File: src/rtl/sd_regs_pkg.sv
// sd_regs_pkg: register map offsets, fixed read values and reset defaults for the SD Wishbone register bank
package sd_regs_pkg;

    localparam logic [7:0] OFF_ARG     = 8'h00;
    localparam logic [7:0] OFF_CMD     = 8'h04;
    localparam logic [7:0] OFF_RESP0   = 8'h08;
    localparam logic [7:0] OFF_RESP1   = 8'h0C;
    localparam logic [7:0] OFF_RESP2   = 8'h10;
    localparam logic [7:0] OFF_RESP3   = 8'h14;
    localparam logic [7:0] OFF_CTRL    = 8'h1C;
    localparam logic [7:0] OFF_TIMEOUT = 8'h20;
    localparam logic [7:0] OFF_CLKDIV  = 8'h24;
    localparam logic [7:0] OFF_SRST    = 8'h28;
    localparam logic [7:0] OFF_VOLT    = 8'h2C;
    localparam logic [7:0] OFF_CAPA    = 8'h30;
    localparam logic [7:0] OFF_CISR    = 8'h34;
    localparam logic [7:0] OFF_CISER   = 8'h38;
    localparam logic [7:0] OFF_DISR    = 8'h3C;
    localparam logic [7:0] OFF_DISER   = 8'h40;
    localparam logic [7:0] OFF_BLKSIZE = 8'h44;
    localparam logic [7:0] OFF_BLKCNT  = 8'h48;
    localparam logic [7:0] OFF_DMA     = 8'h60;

    localparam logic [31:0] VOLTAGE_VAL     = 32'h0000_000F;
    localparam logic [31:0] CAPABILITY_VAL  = 32'h0000_0000;
    localparam logic [7:0]  RST_CLK_DIV_DEF = 8'hFF;
    localparam logic [11:0] RST_BLKSIZE_DEF = 12'h200;

    function automatic logic [31:0] lane_mask(input logic [3:0] sel);
        return {{8{sel[3]}}, {8{sel[2]}}, {8{sel[1]}}, {8{sel[0]}}};
    endfunction

endpackage

File: src/rtl/sd_wb_regbank_if.sv
// sd_wb_regbank_if: Wishbone classic slave bus bundle for the SD register bank
interface sd_wb_regbank_if #(parameter int AW = 8);
    logic [AW-1:0] wb_adr_i;
    logic [31:0]   wb_dat_i;
    logic [31:0]   wb_dat_o;
    logic [3:0]    wb_sel_i;
    logic          wb_we_i;
    logic          wb_cyc_i;
    logic          wb_stb_i;
    logic          wb_ack_o;
    logic          wb_err_o;

    modport master (
        output wb_adr_i, wb_dat_i, wb_sel_i, wb_we_i, wb_cyc_i, wb_stb_i,
        input  wb_dat_o, wb_ack_o, wb_err_o
    );

    modport slave (
        input  wb_adr_i, wb_dat_i, wb_sel_i, wb_we_i, wb_cyc_i, wb_stb_i,
        output wb_dat_o, wb_ack_o, wb_err_o
    );
endinterface

File: src/rtl/sd_int_reg.sv
// sd_int_reg: sticky W1C interrupt status, enable register and registered level irq
module sd_int_reg #(
    parameter int W = 5
) (
    input  logic         clk,
    input  logic         rst_n,
    input  logic [W-1:0] evt,
    input  logic [W-1:0] clr,
    input  logic         ier_we,
    input  logic [W-1:0] ier_d,
    output logic [W-1:0] isr,
    output logic [W-1:0] ier,
    output logic         irq
);

    always_ff @(posedge clk or negedge rst_n) begin
        if (!rst_n) begin
            isr <= '0;
            ier <= '0;
            irq <= 1'b0;
        end else begin
            // a new event wins over a same-cycle clear
            isr <= (isr & ~clr) | evt;
            if (ier_we) ier <= ier_d;
            irq <= |(isr & ier);
        end
    end

endmodule

File: src/rtl/sd_wb_regbank.sv
// sd_wb_regbank: Wishbone-mapped SD controller register bank with command/data interrupt blocks
module sd_wb_regbank
    import sd_regs_pkg::*;
#(
    parameter int                   AW          = 8,
    parameter int                   INT_CMD_W   = 5,
    parameter int                   INT_DATA_W  = 3,
    parameter int                   BLKSIZE_W   = 12,
    parameter int                   BLKCNT_W    = 16,
    parameter logic [7:0]           RST_CLK_DIV = RST_CLK_DIV_DEF,
    parameter logic [BLKSIZE_W-1:0] RST_BLKSIZE = BLKSIZE_W'(RST_BLKSIZE_DEF)
) (
    input  logic                  wb_clk_i,
    input  logic                  wb_rst_n_i,
    sd_wb_regbank_if.slave        wb,
    output logic                  cmd_start_o,
    output logic                  soft_rst_o,
    output logic [31:0]           argument_o,
    output logic [15:0]           command_o,
    output logic [15:0]           controller_o,
    output logic [15:0]           timeout_o,
    output logic [7:0]            clock_div_o,
    output logic [BLKSIZE_W-1:0]  block_size_o,
    output logic [BLKCNT_W-1:0]   block_count_o,
    output logic [31:0]           dma_addr_o,
    input  logic [31:0]           resp0_i,
    input  logic [31:0]           resp1_i,
    input  logic [31:0]           resp2_i,
    input  logic [31:0]           resp3_i,
    input  logic [INT_CMD_W-1:0]  cmd_evt_i,
    input  logic [INT_DATA_W-1:0] data_evt_i,
    input  logic                  cmd_busy_i,
    output logic                  cmd_irq_o,
    output logic                  data_irq_o
);

    logic [AW-1:0]         adr;
    logic                  req, wr, mapped, unused_adr;
    logic [31:0]           rdata, wmask, wd;
    logic [INT_CMD_W-1:0]  cmd_isr, cmd_iser;
    logic [INT_DATA_W-1:0] data_isr, data_iser;

    assign adr        = {wb.wb_adr_i[AW-1:2], 2'b00};
    assign unused_adr = ^wb.wb_adr_i[1:0];
    // a request is only taken while no response is showing, giving the ack/idle toggle
    assign req   = wb.wb_cyc_i & wb.wb_stb_i & ~wb.wb_ack_o & ~wb.wb_err_o;
    assign wr    = req & wb.wb_we_i;
    assign wmask = lane_mask(wb.wb_sel_i);
    assign wd    = wb.wb_dat_i & wmask;

    function automatic logic at(input logic [7:0] off);
        return wr && adr == AW'(off);
    endfunction

    always_comb begin
        rdata  = '0;
        mapped = 1'b1;
        case (adr)
            AW'(OFF_ARG):     rdata = argument_o;
            AW'(OFF_CMD):     rdata = 32'(command_o);
            AW'(OFF_RESP0):   rdata = resp0_i;
            AW'(OFF_RESP1):   rdata = resp1_i;
            AW'(OFF_RESP2):   rdata = resp2_i;
            AW'(OFF_RESP3):   rdata = resp3_i;
            AW'(OFF_CTRL):    rdata = 32'(controller_o);
            AW'(OFF_TIMEOUT): rdata = 32'(timeout_o);
            AW'(OFF_CLKDIV):  rdata = 32'(clock_div_o);
            AW'(OFF_SRST):    rdata = '0;
            AW'(OFF_VOLT):    rdata = VOLTAGE_VAL;
            AW'(OFF_CAPA):    rdata = CAPABILITY_VAL;
            AW'(OFF_CISR):    rdata = 32'(cmd_isr);
            AW'(OFF_CISER):   rdata = 32'(cmd_iser);
            AW'(OFF_DISR):    rdata = 32'(data_isr);
            AW'(OFF_DISER):   rdata = 32'(data_iser);
            AW'(OFF_BLKSIZE): rdata = 32'(block_size_o);
            AW'(OFF_BLKCNT):  rdata = 32'(block_count_o);
            AW'(OFF_DMA):     rdata = dma_addr_o;
            default:          mapped = 1'b0;
        endcase
    end

    always_ff @(posedge wb_clk_i or negedge wb_rst_n_i) begin
        if (!wb_rst_n_i) begin
            wb.wb_ack_o   <= 1'b0;
            wb.wb_err_o   <= 1'b0;
            wb.wb_dat_o   <= '0;
            cmd_start_o   <= 1'b0;
            soft_rst_o    <= 1'b0;
            argument_o    <= '0;
            command_o     <= '0;
            controller_o  <= '0;
            timeout_o     <= '0;
            clock_div_o   <= RST_CLK_DIV;
            block_size_o  <= RST_BLKSIZE;
            block_count_o <= '0;
            dma_addr_o    <= '0;
        end else begin
            wb.wb_ack_o <= req & mapped;
            wb.wb_err_o <= req & ~mapped;
            wb.wb_dat_o <= (req & mapped & ~wb.wb_we_i) ? rdata : '0;
            cmd_start_o <= at(OFF_ARG) & ~cmd_busy_i;
            soft_rst_o  <= at(OFF_SRST) & wd[0];
            // argument is frozen while a command is in flight
            if (at(OFF_ARG) && !cmd_busy_i) argument_o <= (argument_o & ~wmask) | wd;
            if (at(OFF_CMD)) command_o <= (command_o & ~wmask[15:0]) | wd[15:0];
            if (at(OFF_CTRL)) controller_o <= (controller_o & ~wmask[15:0]) | wd[15:0];
            if (at(OFF_TIMEOUT)) timeout_o <= (timeout_o & ~wmask[15:0]) | wd[15:0];
            if (at(OFF_CLKDIV)) clock_div_o <= (clock_div_o & ~wmask[7:0]) | wd[7:0];
            if (at(OFF_BLKSIZE)) block_size_o <= (block_size_o & ~wmask[BLKSIZE_W-1:0]) | wd[BLKSIZE_W-1:0];
            if (at(OFF_BLKCNT)) block_count_o <= (block_count_o & ~wmask[BLKCNT_W-1:0]) | wd[BLKCNT_W-1:0];
            if (at(OFF_DMA)) dma_addr_o <= (dma_addr_o & ~wmask) | wd;
        end
    end

    sd_int_reg #(.W(INT_CMD_W)) u_cmd_int (
        .clk    (wb_clk_i),
        .rst_n  (wb_rst_n_i),
        .evt    (cmd_evt_i),
        .clr    ({INT_CMD_W{at(OFF_CISR)}} & wd[INT_CMD_W-1:0]),
        .ier_we (at(OFF_CISER)),
        .ier_d  ((cmd_iser & ~wmask[INT_CMD_W-1:0]) | wd[INT_CMD_W-1:0]),
        .isr    (cmd_isr),
        .ier    (cmd_iser),
        .irq    (cmd_irq_o)
    );

    sd_int_reg #(.W(INT_DATA_W)) u_data_int (
        .clk    (wb_clk_i),
        .rst_n  (wb_rst_n_i),
        .evt    (data_evt_i),
        .clr    ({INT_DATA_W{at(OFF_DISR)}} & wd[INT_DATA_W-1:0]),
        .ier_we (at(OFF_DISER)),
        .ier_d  ((data_iser & ~wmask[INT_DATA_W-1:0]) | wd[INT_DATA_W-1:0]),
        .isr    (data_isr),
        .ier    (data_iser),
        .irq    (data_irq_o)
    );

endmodule

File: src/flat_wrapper.sv
// flat-port wrapper written by rule: the top's interface ports become plain ports
module sd_wb_regbank_flat import sd_regs_pkg::*;
#(
    parameter int                   AW          = 8,
    parameter int                   INT_CMD_W   = 5,
    parameter int                   INT_DATA_W  = 3,
    parameter int                   BLKSIZE_W   = 12,
    parameter int                   BLKCNT_W    = 16,
    parameter logic [7:0]           RST_CLK_DIV = RST_CLK_DIV_DEF,
    parameter logic [BLKSIZE_W-1:0] RST_BLKSIZE = BLKSIZE_W'(RST_BLKSIZE_DEF)
)
  (wb_clk_i, wb_rst_n_i, cmd_start_o, soft_rst_o, argument_o, command_o, controller_o, timeout_o, clock_div_o, block_size_o, block_count_o, dma_addr_o, resp0_i, resp1_i, resp2_i, resp3_i, cmd_evt_i, data_evt_i, cmd_busy_i, cmd_irq_o, data_irq_o, wb_wb_adr_i, wb_wb_dat_i, wb_wb_sel_i, wb_wb_we_i, wb_wb_cyc_i, wb_wb_stb_i, wb_wb_dat_o, wb_wb_ack_o, wb_wb_err_o);
  sd_wb_regbank_if #(.AW(AW)) wb_i ();
  input  logic wb_clk_i;
  input  logic wb_rst_n_i;
  output logic cmd_start_o;
  output logic soft_rst_o;
  output logic [31:0] argument_o;
  output logic [15:0] command_o;
  output logic [15:0] controller_o;
  output logic [15:0] timeout_o;
  output logic [7:0] clock_div_o;
  output logic [BLKSIZE_W-1:0] block_size_o;
  output logic [BLKCNT_W-1:0] block_count_o;
  output logic [31:0] dma_addr_o;
  input  logic [31:0] resp0_i;
  input  logic [31:0] resp1_i;
  input  logic [31:0] resp2_i;
  input  logic [31:0] resp3_i;
  input  logic [INT_CMD_W-1:0] cmd_evt_i;
  input  logic [INT_DATA_W-1:0] data_evt_i;
  input  logic cmd_busy_i;
  output logic cmd_irq_o;
  output logic data_irq_o;
  input wire logic [$bits(wb_i.wb_adr_i)-1:0] wb_wb_adr_i;
  input wire logic [$bits(wb_i.wb_dat_i)-1:0] wb_wb_dat_i;
  input wire logic [$bits(wb_i.wb_sel_i)-1:0] wb_wb_sel_i;
  input wire logic [$bits(wb_i.wb_we_i)-1:0] wb_wb_we_i;
  input wire logic [$bits(wb_i.wb_cyc_i)-1:0] wb_wb_cyc_i;
  input wire logic [$bits(wb_i.wb_stb_i)-1:0] wb_wb_stb_i;
  output wire logic [$bits(wb_i.wb_dat_o)-1:0] wb_wb_dat_o;
  output wire logic [$bits(wb_i.wb_ack_o)-1:0] wb_wb_ack_o;
  output wire logic [$bits(wb_i.wb_err_o)-1:0] wb_wb_err_o;
  assign wb_i.wb_adr_i = wb_wb_adr_i;
  assign wb_i.wb_dat_i = wb_wb_dat_i;
  assign wb_i.wb_sel_i = wb_wb_sel_i;
  assign wb_i.wb_we_i = wb_wb_we_i;
  assign wb_i.wb_cyc_i = wb_wb_cyc_i;
  assign wb_i.wb_stb_i = wb_wb_stb_i;
  assign wb_wb_dat_o = wb_i.wb_dat_o;
  assign wb_wb_ack_o = wb_i.wb_ack_o;
  assign wb_wb_err_o = wb_i.wb_err_o;
  sd_wb_regbank #(.AW(AW), .INT_CMD_W(INT_CMD_W), .INT_DATA_W(INT_DATA_W), .BLKSIZE_W(BLKSIZE_W), .BLKCNT_W(BLKCNT_W), .RST_CLK_DIV(RST_CLK_DIV), .RST_BLKSIZE(RST_BLKSIZE)) u_core (.wb_clk_i(wb_clk_i), .wb_rst_n_i(wb_rst_n_i), .wb(wb_i), .cmd_start_o(cmd_start_o), .soft_rst_o(soft_rst_o), .argument_o(argument_o), .command_o(command_o), .controller_o(controller_o), .timeout_o(timeout_o), .clock_div_o(clock_div_o), .block_size_o(block_size_o), .block_count_o(block_count_o), .dma_addr_o(dma_addr_o), .resp0_i(resp0_i), .resp1_i(resp1_i), .resp2_i(resp2_i), .resp3_i(resp3_i), .cmd_evt_i(cmd_evt_i), .data_evt_i(data_evt_i), .cmd_busy_i(cmd_busy_i), .cmd_irq_o(cmd_irq_o), .data_irq_o(data_irq_o));
endmodule
File: config.mk
export PLATFORM = sky130hd
export DESIGN_NAME = sd_wb_regbank_flat
export DESIGN_NICKNAME = d
export VERILOG_FILES = /design/src/rtl/sd_regs_pkg.sv /design/src/rtl/sd_wb_regbank_if.sv /design/src/rtl/sd_int_reg.sv /design/src/rtl/sd_wb_regbank.sv /design/src/flat_wrapper.sv
export SDC_FILE = /design/constraint.sdc
export NUM_CORES = 1
export LEC_CHECK = 0
export ABC_CLOCK_PERIOD_IN_PS = 3350
export CAP_MARGIN = 40
export CORE_MARGIN = 3
export CORE_UTILIZATION = 47
export CTS_CLUSTER_DIAMETER = 40
export DETAILED_ROUTE_END_ITERATION = 10
export GPL_TIMING_DRIVEN = 0
export PLACE_DENSITY_LB_ADDON = 0.1
export SLEW_MARGIN = 40
export SYNTH_ARGS = -nofsm -noshare
export SYNTH_HDL_FRONTEND = slang
export SYNTH_HIERARCHICAL = 1
export SYNTH_SLANG_ARGS = --single-unit
File: constraint.sdc
create_clock -name wb_clk_i -period 3.35 [get_ports wb_clk_i]
set_clock_uncertainty 0.05 [all_clocks]
set_input_delay 0.67 -clock wb_clk_i [delete_from_list [all_inputs] [get_ports wb_clk_i]]
set_output_delay 0.67 -clock wb_clk_i [all_outputs]
set_load 0.02 [all_outputs]
# After elaboration in Yosys (flattened, before gate mapping)
# Cells that the tools add are included.
# op_classes
mux,3
eq_ne,18
bitwise,51
reduce_logical,19
# op_table
cell,count
$pmux 32 s17,1
$and 32x32->32,3
$and 16x16->16,4
$or 16x16->16,4
$or 32x32->32,2
$eq 6x4->1 const B,8
$mux 32,1
$not 32->32,1
$eq 6x5->1 const B,4
$and 5x5->5,4
$reduce_or 19->1,1
$eq 6x3->1 const B,3
$not 16->16,1
$logic_and 1x1->1,14
$and 12x12->12,1
$and 3x3->3,4
$eq 6x2->1 const B,2
$not 12->12,1
$or 12x12->12,1
$not 5->5,2
$or 5x5->5,2
$and 1x1->1,9
$and 8x8->8,1
$logic_not 8->1,1
other kinds (10),16
# totals
out_inout_bits,186
inputBits,186
elab_cells,110
reg_bits,202

# Depth between registers and ports, before layout
# Gate-level depths: netlist of the first run.
# depth
word_depth,9
mapped_depth,9
ltp_nobuf,7

# Cells and area by module
# Netlist of the first run, hierarchy kept.
# modules_own_cells
mod,n_inst,seq_area_each_um2,area_each_um2,cells_each
sd_wb_regbank,1,4615.7,8640.8,673
sd_int_reg at u_core.u_cmd_int,1,275.3,409.1,29
sd_int_reg at u_core.u_data_int,1,175.2,256.5,18

# Least setup slack after synthesis of the first run
# Ideal clock, no wire load.
# synth_path
path_kind,input to register
start,in wb_wb_adr_i[7]
end,reg (tool-made name)
arrival_time_ns,2.230
path_stages,6
setup_slack_ns,0.945
n_path_buf,2
setup_time_ns,0.125
t_required_ns,3.175
cell_sequence,buf_4 > or4b_4 > nor3_4 > and3_1 > buf_4 > mux2_2
# synth_rtl
item,line_no,source
from (decl),flat_wrapper.sv:35,input wire logic [$bits(wb_i.wb_adr_i)-1:0] wb_wb_adr_i;

# Worst setup path after layout of the first run
# layout_path
start,in wb_wb_adr_i[5]
end,reg u_core.wb.wb_dat_o[30]
# layout_via
elab_chain_cells,6
elab_cells_between_ends,25
cone_classes,18 x eq/ne; 3 x mux; 2 x bitwise; 2 x reduce/logical
# layout_lines
item,line_no,source
"$eq 6x4->1, or another cell as far along",sd_wb_regbank.sv:58,case (adr)
$reduce_or 19->1 (no line),--,
$mux 1,sd_wb_regbank.sv:58,
$and 1x1->1 (2 in series),sd_wb_regbank.sv:100,wb.wb_dat_o <= (req & mapped & ~wb.wb_we_i) ? rdata : '0;
$mux 32 *,sd_wb_regbank.sv:100,
to (signal assigned),sd_wb_regbank.sv:100,
to (decl),sd_wb_regbank_if.sv:20,"output wb_dat_o, wb_ack_o, wb_err_o"
# Mark *: on every way between the ends. The rest lies on a longest branch, timed or not.
# A chain may end at the register's enable or synchronous reset.

==> results of run 1 <==
worst register-to-register path: stages (launching register included):
cell and delay (ps):
dfrtp_1 380, and4bb_2 340, and2_1 140, buf_2 270
nand2_1 260, nor2_2 620, mux2_2 410
power by group through the flow:
stage | clock [mW] | combinational, mW | sequential [mW]
finish | 3.71 | 0.607 | 2.53
global route | 3.89 | 0.641 | 2.53
CTS | 3.75 | 0.606 | 2.53
detailed placement | 0 | 0.601 | 2.57
global placement | 0 | 0.588 | 2.57
floorplan | 0 | 0.120 | 2.61
routing by layer:
layer	vias up	track usage (%)
met5	-	0
met1	4207	42.1
met3	90	9.72
li1	3610	-
met2	465	56.0
met4	0	14.0
cell families after synthesis:
group | after synthesis | synth area share (%)
mux | 161 | 19.6
compound gates | 176 | 14.9
flops | 202 | 54.4
buf+inv | 69 | 3.76
simple gates | 112 | 7.33
layout make-up:
cell class	count	area [µm²]	area share, %
clock buffer	45	976	6.70
clock inverter	17	253	1.74
sequential	202	5070	34.8
tap	260	325	2.23
timing repair buffer	366	3700	25.4
buffer	50	279	1.92
inverter	19	71.3	0.490
multi-input combinational	449	3890	26.7
layout by cell type (no fill, tap or decap), drive strengths merged, types with 3 or more instances in the layout:
| cell type | count |
|---|---|
| nand3 | 7 |
| a21o | 8 |
| clkinv | 6 |
| a32oi | 3 |
| a21oi | 24 |
| dfrtp | 193 |
| dfstp | 9 |
| buf | 37 |
| nor3 | 6 |
| nor4b | 3 |
| inv | 20 |
| mux2 | 158 |
| a221oi | 3 |
| clkdlybuf4s50 | 363 |
| a211oi | 5 |
| a22o | 4 |
| and2 | 13 |
| clkbuf | 61 |
| a222oi | 58 |
| nor2b | 3 |
| a22oi | 37 |
| o21ai | 12 |
| nor2 | 25 |
| a32o | 4 |
| bufinv | 6 |
| nand2 | 27 |
| and3 | 19 |
| clkinvlp | 4 |
| a31oi | 13 |
path summary, 6_finish.rpt:
| kind | to | slack (ps) | cells past startpoint |
|---|---|---|---|
| worst max-delay path | u_core/wb.wb_dat_o[30] | 190 | 7 |
| worst min-delay path | u_core/u_cmd_int/ier[4] | 80 | 1 |
| worst max register to register | register | 760 | 6 |
| worst min register to register | u_core/u_cmd_int/isr[2] | 480 | 1 |
| max in group asynchronous | async pin | 2380 | 2 |
| min in group wb_clk_i | u_core/u_cmd_int/isr[2] | 480 | 1 |
==> impl_metrics.csv, run 1 <==
group,metric,value,unit
outcome,status,"completed",
timing,rsz0062_at_grt,"no",
die,core_area,19100,µm²
placed_design,routabilityCongestion,0.916,
layout,diodes,0,
grt,grt_usage,33.9,%
critical_path,cp.arrival,3520,ps
yosys,ys_async_sr_fraction,100,%
power,finalPower,6.84,mW
yosys,synth-seq-cells,202,
layout,postLayoutCoreUtil,76.3,%
critical_path,crit_required,3710,ps
yosys,synth_area_leader_cell,"dfrtp_1",
clock_tree,insertion_delay,500,ps
power,switchingPower,1.51,mW
detailed_routing,met2_length,18.2,mm
clock_tree,ctsHoldBuffers,0,
clock_tree,path_clk_slew,50,ps
detailed_routing,wl_met1,13.9,mm
grt,grt_pass1_wl,55.6,mm
timing,hold_viol_final,0,
timing,setup_slack,187,ps
power,power.leakage,6.17,nW
critical_path,max_stage_delay,730,ps
yosys,ys_types,49,
layout,drive_above_1_share,24.3,%
clock_tree,clock_path_buffers,3,
detailed_routing,viasPerCell,5.95,
detailed_routing,first_pass_iters,6,
grt,grt_pass1_vias,8907,
placed_design,portBuffers,364,
worst_hold_path,hp-class,"in -> async",
yosys,yosysWarningCount,6,
critical_path,r2r_start,"u_core/wb.wb_ack_o",
yosys,syn_area_per_cell,12.9,µm²
timing,slew_headroom,48.6,%
layout,fin_area,14600,µm²
timing,fin_crit_sh,94.4,%
critical_path,crit_chain,"clkdlybuf4s50_1, nor4_2, and2_1, buf_4, clkbuf_1, a222oi_1, a21oi_1",
detailed_routing,met3_length,3.88,mm
detailed_routing,first_iter_violations,824,
yosys,syn_area,9310,µm²
placed_design,place_ws,-205,ps
clock_tree,cts_tree,"built",
power,p_per_area,470,nW/µm²
clock_tree,htreeDepth,2,
critical_path,crit_type,"in -> reg",
layout,area_growth,56.5,%
grt,grt_max_degree,71,
clock_tree,cts_resized,0,
clock_tree,post-cts-setup-buffers,0,
clock_tree,cts.sinks,202,
timing,setup_viol,0,
critical_path,end_kind,"register",
die,start_util,48.8,%
timing,finalMaxSlewViolations,0,
die,die_height,147,µm
yosys,netlist_top_cells_count,"dfrtp_1 (193), mux2_2 (150), a222oi_1 (58)",
grt,antenna_found_initial,0,
detailed_routing,via_count,8372,
power,vdd_drop_max,0.454,mV
yosys,synth_edf_count,0,
placed_design,dpl.hpwl,27.0,mm
power,switching_share,22.0,%
timing,totalNegativeSetupSlack,0,ps
detailed_routing,drcViolationCount,0,
timing,post-route-min-period,3160,ps
layout,final_cells,1408,
yosys,ys_seq_area_share,54.4,%
detailed_routing,finalWirelength,37.4,mm
flow_run,drv_cap,0,
power,p_int,5.34,mW
critical_path,slowest_stage,"nor4_2",
die,die_area,21500,µm²
die,die_w,147,µm
placed_design,placedCellCount,1346,
yosys,synth_most_common_cell,"dfrtp_1",
detailed_routing,wl_per_cell,26.5,µm
detailed_routing,postRouteAntennaNets,0,
grt,overflow,0,
layout,n_fill_cell,1328,
clock_tree,cts-root-buf,"clkbuf_16",
placed_design,placed_area,13300,µm²
power,pwr-share-clk,54.2,%
detailed_routing,topRoutingLayerUsed,"met4",
timing,fmax,316,MHz
yosys,synth_area_leaders,"dfrtp_1 (52%), mux2_2 (18%), a222oi_1 (6.2%)",
layout,nNetsFinal,1308,
critical_path,path_delay_family,"buffers and inverters",
yosys,synthesis.nets,906,
timing,hold_slack,83.1,ps
yosys,synth_top_area_share,51.9,%
power,power.share.sequential,37.0,%
critical_path,crit_buf_inv,3,
timing,worst_pin_slew,771,ps
yosys,synth_cells,720,
critical_path,cp-start-kind,"input pin",
critical_path,critPathMaxFanout,10,
critical_path,cp-startpoint,"wb_wb_adr_i[5]",
power,power_frac_comb,8.9,%
die,ios,372,
clock_tree,numCtsBuffers,34,
die,rows,50,
yosys,synth_flop_cell,"dfrtp_1",
Power figures use the tool's default switching activity.
==> inputs of run 2 (changes only) <==
--- a/config.mk
+++ b/config.mk
@@ -11,7 +11,7 @@
 export CORE_UTILIZATION = 47
 export CTS_CLUSTER_DIAMETER = 40
 export DETAILED_ROUTE_END_ITERATION = 10
-export GPL_TIMING_DRIVEN = 0
+export HOLD_SLACK_MARGIN = 0.03
 export PLACE_DENSITY_LB_ADDON = 0.1
 export SLEW_MARGIN = 40
 export SYNTH_ARGS = -nofsm -noshare
==> run 2 against run 1 <==
Cell count rose by 1.1%. The flow now finishes with violations (DRC). Die area did not move. Count of clock-buffer cells in the layout did not move. Clock power fell by 4%. Highest routed layer is now met5. Power fell by 2.1%. First-iteration DRC count rose by 12%. Via count rose by 1.1%. Largest power group unchanged. Flip-flop and latch count did not move. Sequential power barely moved. Wire length fell by 3.8%. Global-route usage fell by 1.2 points. Worst hold slack improved by 83 ps.
==> impl_metrics.csv, run 2 (synthesized netlist as in run 1, its figures left out) <==
group,metric,value,unit
outcome,status,"finished, violations left",
outcome,violations,"DRC",
power,pwr-share-clk,53.1,%
worst_hold_path,hp-class,"in -> async",
clock_tree,cts.sinks,202,
detailed_routing,wl_per_cell,25.2,µm
die,start_util,48.8,%
layout,drive_above_1_share,26.3,%
die,die_area,21500,µm²
critical_path,crit_required,3650,ps
grt,grt_max_degree,83,
critical_path,end_kind,"register",
clock_tree,path_clk_slew,50,ps
placed_design,dpl.hpwl,25.7,mm
critical_path,max_stage_delay,550,ps
critical_path,cp-start-kind,"input pin",
placed_design,routabilityCongestion,0.913,
layout,multi_input_area,3900,µm²
timing,worst_pin_slew,695,ps
timing,fin_crit_sh,81.3,%
detailed_routing,drcViolationCount,1,
layout,n_fill_cell,1307,
power,finalPower,6.70,mW
timing,finalMaxSlewViolations,0,
power,power_frac_comb,9.2,%
placed_design,placed_area,13600,µm²
power,p_int,5.12,mW
critical_path,crit_chain,"clkdlybuf4s50_1, buf_4, nor2b_1, a31oi_1, nand3_1, or2_1, buf_4, a31oi_1",
detailed_routing,viasPerCell,5.95,
layout,final_cell_mix,"clkdlybuf4s50_1 (368), dfrtp_1 (193), mux2_2 (150)",
timing,post-route-min-period,2720,ps
die,rows,50,
power,power.share.sequential,37.7,%
grt,grt_usage,32.7,%
timing,setup_slack,627,ps
clock_tree,cts_resized,0,
clock_tree,ctsHoldBuffers,0,
power,switchingPower,1.58,mW
layout,postLayoutCoreUtil,77.4,%
clock_tree,post-cts-setup-buffers,0,
timing,totalNegativeSetupSlack,0,ps
critical_path,cp.arrival,3020,ps
die,die_w,147,µm
clock_tree,numCtsBuffers,36,
critical_path,rrSetupSlack,1000,ps
grt,antenna_found_initial,1,
critical_path,r2r_start,"u_core/wb.wb_ack_o",
power,switching_share,23.6,%
power,power.leakage,6.26,nW
clock_tree,htreeDepth,2,
timing,slew_headroom,53.6,%
layout,fin_area,14800,µm²
power,p_per_area,454,nW/µm²
detailed_routing,first_iter_violations,923,
critical_path,crit_type,"in -> reg",
die,ios,372,
detailed_routing,postRouteAntennaNets,0,
grt,grt_pass1_vias,8984,
layout,area_growth,58.8,%
placed_design,portBuffers,369,
clock_tree,cts_tree,"built",
layout,seq_area,5070,µm²
detailed_routing,finalWirelength,36.0,mm
detailed_routing,first_pass_iters,11,
detailed_routing,via_count,8467,
die,core_area,19100,µm²
placed_design,place_ws,146,ps
layout,diodes,0,
critical_path,slowest_stage,"clkdlybuf4s50_1",
clock_tree,clock_path_buffers,3,
grt,overflow,0,
layout,nNetsFinal,1322,
timing,hold_viol_final,0,
layout,final_common_cell,"clkdlybuf4s50_1",
grt,grt_pass1_wl,54.3,mm
timing,setup_viol,0,
critical_path,ff2ff_path_depth,6,
timing,rsz0062_at_grt,"no",
clock_tree,insertion_delay,490,ps
power,vdd_drop_max,0.323,mV
die,die_height,147,µm
flow_run,drv_cap,0,
clock_tree,cts-root-buf,"clkbuf_16",
timing,fmax,367,MHz
critical_path,critPathMaxFanout,9,
==> run 2: cell types whose count changed in the layout (fill, tap and decap cells not counted), moves of 3 or more <==
cell	before	now
buf_4	13	53
buf_2	19	0
clkbuf_1	19	4
buf_12	0	6
clkdlybuf4s50_1	363	368
bufinv_16	6	2
clkbuf_2	3	0
clkbuf_8	2	5
clkinvlp_4	4	7
inv_6	1	4
==> run 2: per-layer routing <==
metal	up-vias	track usage [%]	part of all wire (%)
met4	2	10.9	2.9
met1	4285	41.0	39
met5	-	0	0.036
li1	3645	-	-
met2	465	54.3	49
met3	70	10.1	9.3
==> run 2: critical path, delay by kind of cell <==
kind	cells	cell delay (ps)
compound gates	2	260
simple gates	3	1010
buf+inv	3	1070
==> run 2: metrics by stage <==
step / instances / hold slack (ps)
after floorplan: 720 / 324
after global placement: 1358 / 452
after detailed placement: 1358 / 453
after CTS: 1424 / 202
after global routing: 1424 / 195
final: 1424 / 166
==> run 2: final cells by class <==
cell class                      count  area share [%]
Clock buffer                       45            6.74
Clock inverter                     21            1.39
Inverter                           19           0.483
Multi-Input combinational cell    449            26.4
Sequential cell                   202            34.3
Tap cell                          260            2.20
Timing Repair Buffer              428            28.5
==> run 2: power by group through the flow <==
stage	Combinational, mW	Sequential (mW)	Clock (mW)
after CTS	0.616	2.53	3.59
after detailed placement	0.609	2.57	0
after global placement	0.604	2.57	0
after floorplan	0.120	2.61	0
final	0.616	2.53	3.56
after global routing	0.651	2.53	3.72
==> run 2: how the worst max path moves through the flow <==
stage,startpoint,end
after floorplan,wb_wb_adr_i[7],register
after CTS,wb_wb_adr_i[2],u_core/wb.wb_dat_o[18]
after detailed placement,wb_wb_adr_i[2],u_core/wb.wb_dat_o[18]
after global placement,wb_wb_adr_i[2],u_core/wb.wb_dat_o[0]
final,wb_wb_adr_i[2],u_core/wb.wb_dat_o[0]
after global routing,wb_wb_adr_i[2],u_core/wb.wb_dat_o[18]
==> inputs of run 3 (changes only) <==
--- a/config.mk
+++ b/config.mk
@@ -5,10 +5,10 @@
 export SDC_FILE = /design/constraint.sdc
 export NUM_CORES = 1
 export LEC_CHECK = 0
-export ABC_CLOCK_PERIOD_IN_PS = 3350
+export ABC_CLOCK_PERIOD_IN_PS = 2400
 export CAP_MARGIN = 40
 export CORE_MARGIN = 3
-export CORE_UTILIZATION = 47
+export CORE_UTILIZATION = 40
 export CTS_CLUSTER_DIAMETER = 40
 export DETAILED_ROUTE_END_ITERATION = 10
 export HOLD_SLACK_MARGIN = 0.03
==> constraint.sdc (replaced) <==
create_clock -name wb_clk_i -period 2.4 [get_ports wb_clk_i]
set_clock_uncertainty 0.05 [all_clocks]
set_input_delay 0.48 -clock wb_clk_i [delete_from_list [all_inputs] [get_ports wb_clk_i]]
set_output_delay 0.48 -clock wb_clk_i [all_outputs]
set_load 0.02 [all_outputs]
==> run 3 against run 2 <==
The run now ends clean. Sequential power is 40% higher. First-iteration DRC count is 18% lower. Clock power is 41% higher. Critical path depth is 1 lower. Core utilization is 9.4 points lower. Largest power group unchanged. Wire length is 2.5% higher. Worst hold slack better by 300 ps. Flip-flop and latch count stayed put. Count of clock-buffer cells in the layout is 1 lower. Die area is 17% higher. Via count is 1.1% higher.
==> impl_metrics.csv, run 3 (synthesized netlist as in run 1, its figures left out) <==
group,metric,value,unit
critical_path,crit_chain,"clkdlybuf4s50_1, buf_4, nor4b_2, nand2_1, nor2_2, buf_4, mux2_2",
critical_path,slowest_stage,"nor4b_2",
worst_hold_path,hp-class,"reg -> reg",
layout,postLayoutCoreUtil,68.0,%
clock_tree,numCtsBuffers,34,
clock_tree,cts-root-buf,"clkbuf_16",
detailed_routing,viasPerCell,5.60,
timing,slew_headroom,66.6,%
critical_path,cp-start-kind,"input pin",
layout,drive_above_1_share,29.3,%
timing,rsz0062_at_grt,"no",
power,switchingPower,2.19,mW
layout,final_common_cell,"clkdlybuf4s50_1",
power,vdd_drop_max,0.479,mV
timing,setup_viol,0,
die,die_area,25100,µm²
detailed_routing,first_iter_violations,761,
grt,grt_pass1_vias,8793,
power,pwr-share-clk,53.1,%
power,power_frac_comb,9.6,%
critical_path,crit_required,2720,ps
critical_path,max_stage_delay,510,ps
layout,area_growth,66.5,%
critical_path,crit_top_cell,"buf_4",
layout,final_cell_mix,"clkdlybuf4s50_1 (368), dfrtp_1 (193), mux2_2 (150)",
clock_tree,post-cts-setup-buffers,0,
clock_tree,insertion_delay,500,ps
grt,grt_pass1_wl,53.7,mm
clock_tree,path_clk_slew,50,ps
detailed_routing,drcViolationCount,0,
die,core_area,22800,µm²
critical_path,critPathMaxFanout,10,
layout,n_fill_cell,1787,
timing,worst_pin_slew,499,ps
detailed_routing,finalWirelength,36.8,mm
critical_path,cp.arrival,2600,ps
clock_tree,htreeDepth,2,
die,die_w,159,µm
power,p_int,7.27,mW
timing,post-route-min-period,2280,ps
die,start_util,40.9,%
detailed_routing,via_count,8562,
detailed_routing,first_pass_iters,6,
grt,overflow,0,
placed_design,placedCellCount,1465,
detailed_routing,postRouteAntennaNets,0,
flow_run,drv_cap,0,
placed_design,portBuffers,369,
layout,diodes,0,
layout,final_cells,1528,
timing,totalNegativeSetupSlack,0,ps
power,power.leakage,6.61,nW
detailed_routing,wl_per_cell,24.1,µm
placed_design,routabilityCongestion,0.933,
die,ios,372,
clock_tree,cts_tree,"built",
layout,nNetsFinal,1375,
power,power.share.sequential,37.3,%
clock_tree,cts.sinks,202,
critical_path,crit_type,"in -> reg",
power,switching_share,23.1,%
timing,fin_crit_sh,94.9,%
clock_tree,clock_path_buffers,3,
grt,antenna_found_initial,2,
timing,hold_viol_final,0,
timing,fmax,439,MHz
grt,grt_max_degree,56,
placed_design,dpl.hpwl,27.4,mm
power,p_per_area,611,nW/µm²
critical_path,end_kind,"register",
timing,finalMaxSlewViolations,0,
die,rows,55,
die,die_height,159,µm
outcome,status,"completed",
grt,grt_usage,28.4,%
run 3: cell types whose count changed in the layout (fill, tap and decap cells not counted), sizes merged:
cell,delta
bufinv,+2
clkinv,-1
clkbuf,-1
clkinvlp,-3
inv,-1
buf,+54
dlygate4sd3,+1
run 3: critical path: cells and delay by family:
kind | cells | cell delay [ps]
and+or+nand+nor | 3 | 890
buffers and inverters | 3 | 890
muxes | 1 | 330
run 3: worst paths after layout:
check	slack, ps	cells past startpoint	to	start
setup reg to reg	210	6	register	u_core/wb.wb_err_o
hold / removal	470	1	u_core/u_cmd_int/isr[4]	u_core/u_cmd_int/isr[4]
max in group asynchronous	1130	3	async pin	wb_rst_n_i
hold reg to reg	470	1	u_core/u_cmd_int/isr[4]	u_core/u_cmd_int/isr[4]
setup / recovery	120	7	register	wb_wb_adr_i[4]
min in group asynchronous	490	2	u_core/u_cmd_int/ier[3]	wb_rst_n_i
run 3: repair_timing:
action,4_1_cts,5_1_grt
hold buffers,1,0
hold endpoints to repair,43,0
gates resized for setup,0,0
run 3: metrics by stage:
| step | setup WS (ps) | hold WS [ps] | power [mW] | cell area (µm²) |
|---|---|---|---|---|
| after global placement | -331 | 431 | 4.48 | 14300 |
| after detailed placement | -327 | 430 | 4.49 | 14300 |
| final | 123 | 470 | 9.46 | 15500 |
| after CTS | 158 | 471 | 9.54 | 15500 |
| after floorplan | 185 | 134 | 3.81 | 9310 |
| after global routing | 17.0 | 498 | 9.76 | 15500 |
run 3: power groups by stage:
stage          logic [mW]  clock network [mW]  registers [mW]
2_1_floorplan       0.167                   0            3.65
3_3_place_gp        0.893                   0            3.59
3_5_place_dp        0.900                   0            3.59
4_1_cts             0.908                5.10            3.53
5_1_grt             0.959                5.27            3.54
6_report            0.904                5.02            3.53
run 3: layout make-up:
cell class                 count  area, µm²  area share [%]
clock buffer                  44        962            6.21
inverter                      19       71.3           0.460
timing repair buffer         483       4880            31.5
sequential                   202       5070            32.7
multi-input combinational    449       3900            25.2
tap                          313        392            2.53
clock inverter                18        223            1.44
run 3: routing by layer:
metal	part of all wire, %	track usage [%]	vias up
met4	2.4	8.60	4
li1	-	-	3759
met5	0.071	0	-
met3	7.6	6.47	67
met2	49	47.5	393
met1	41	37.1	4339
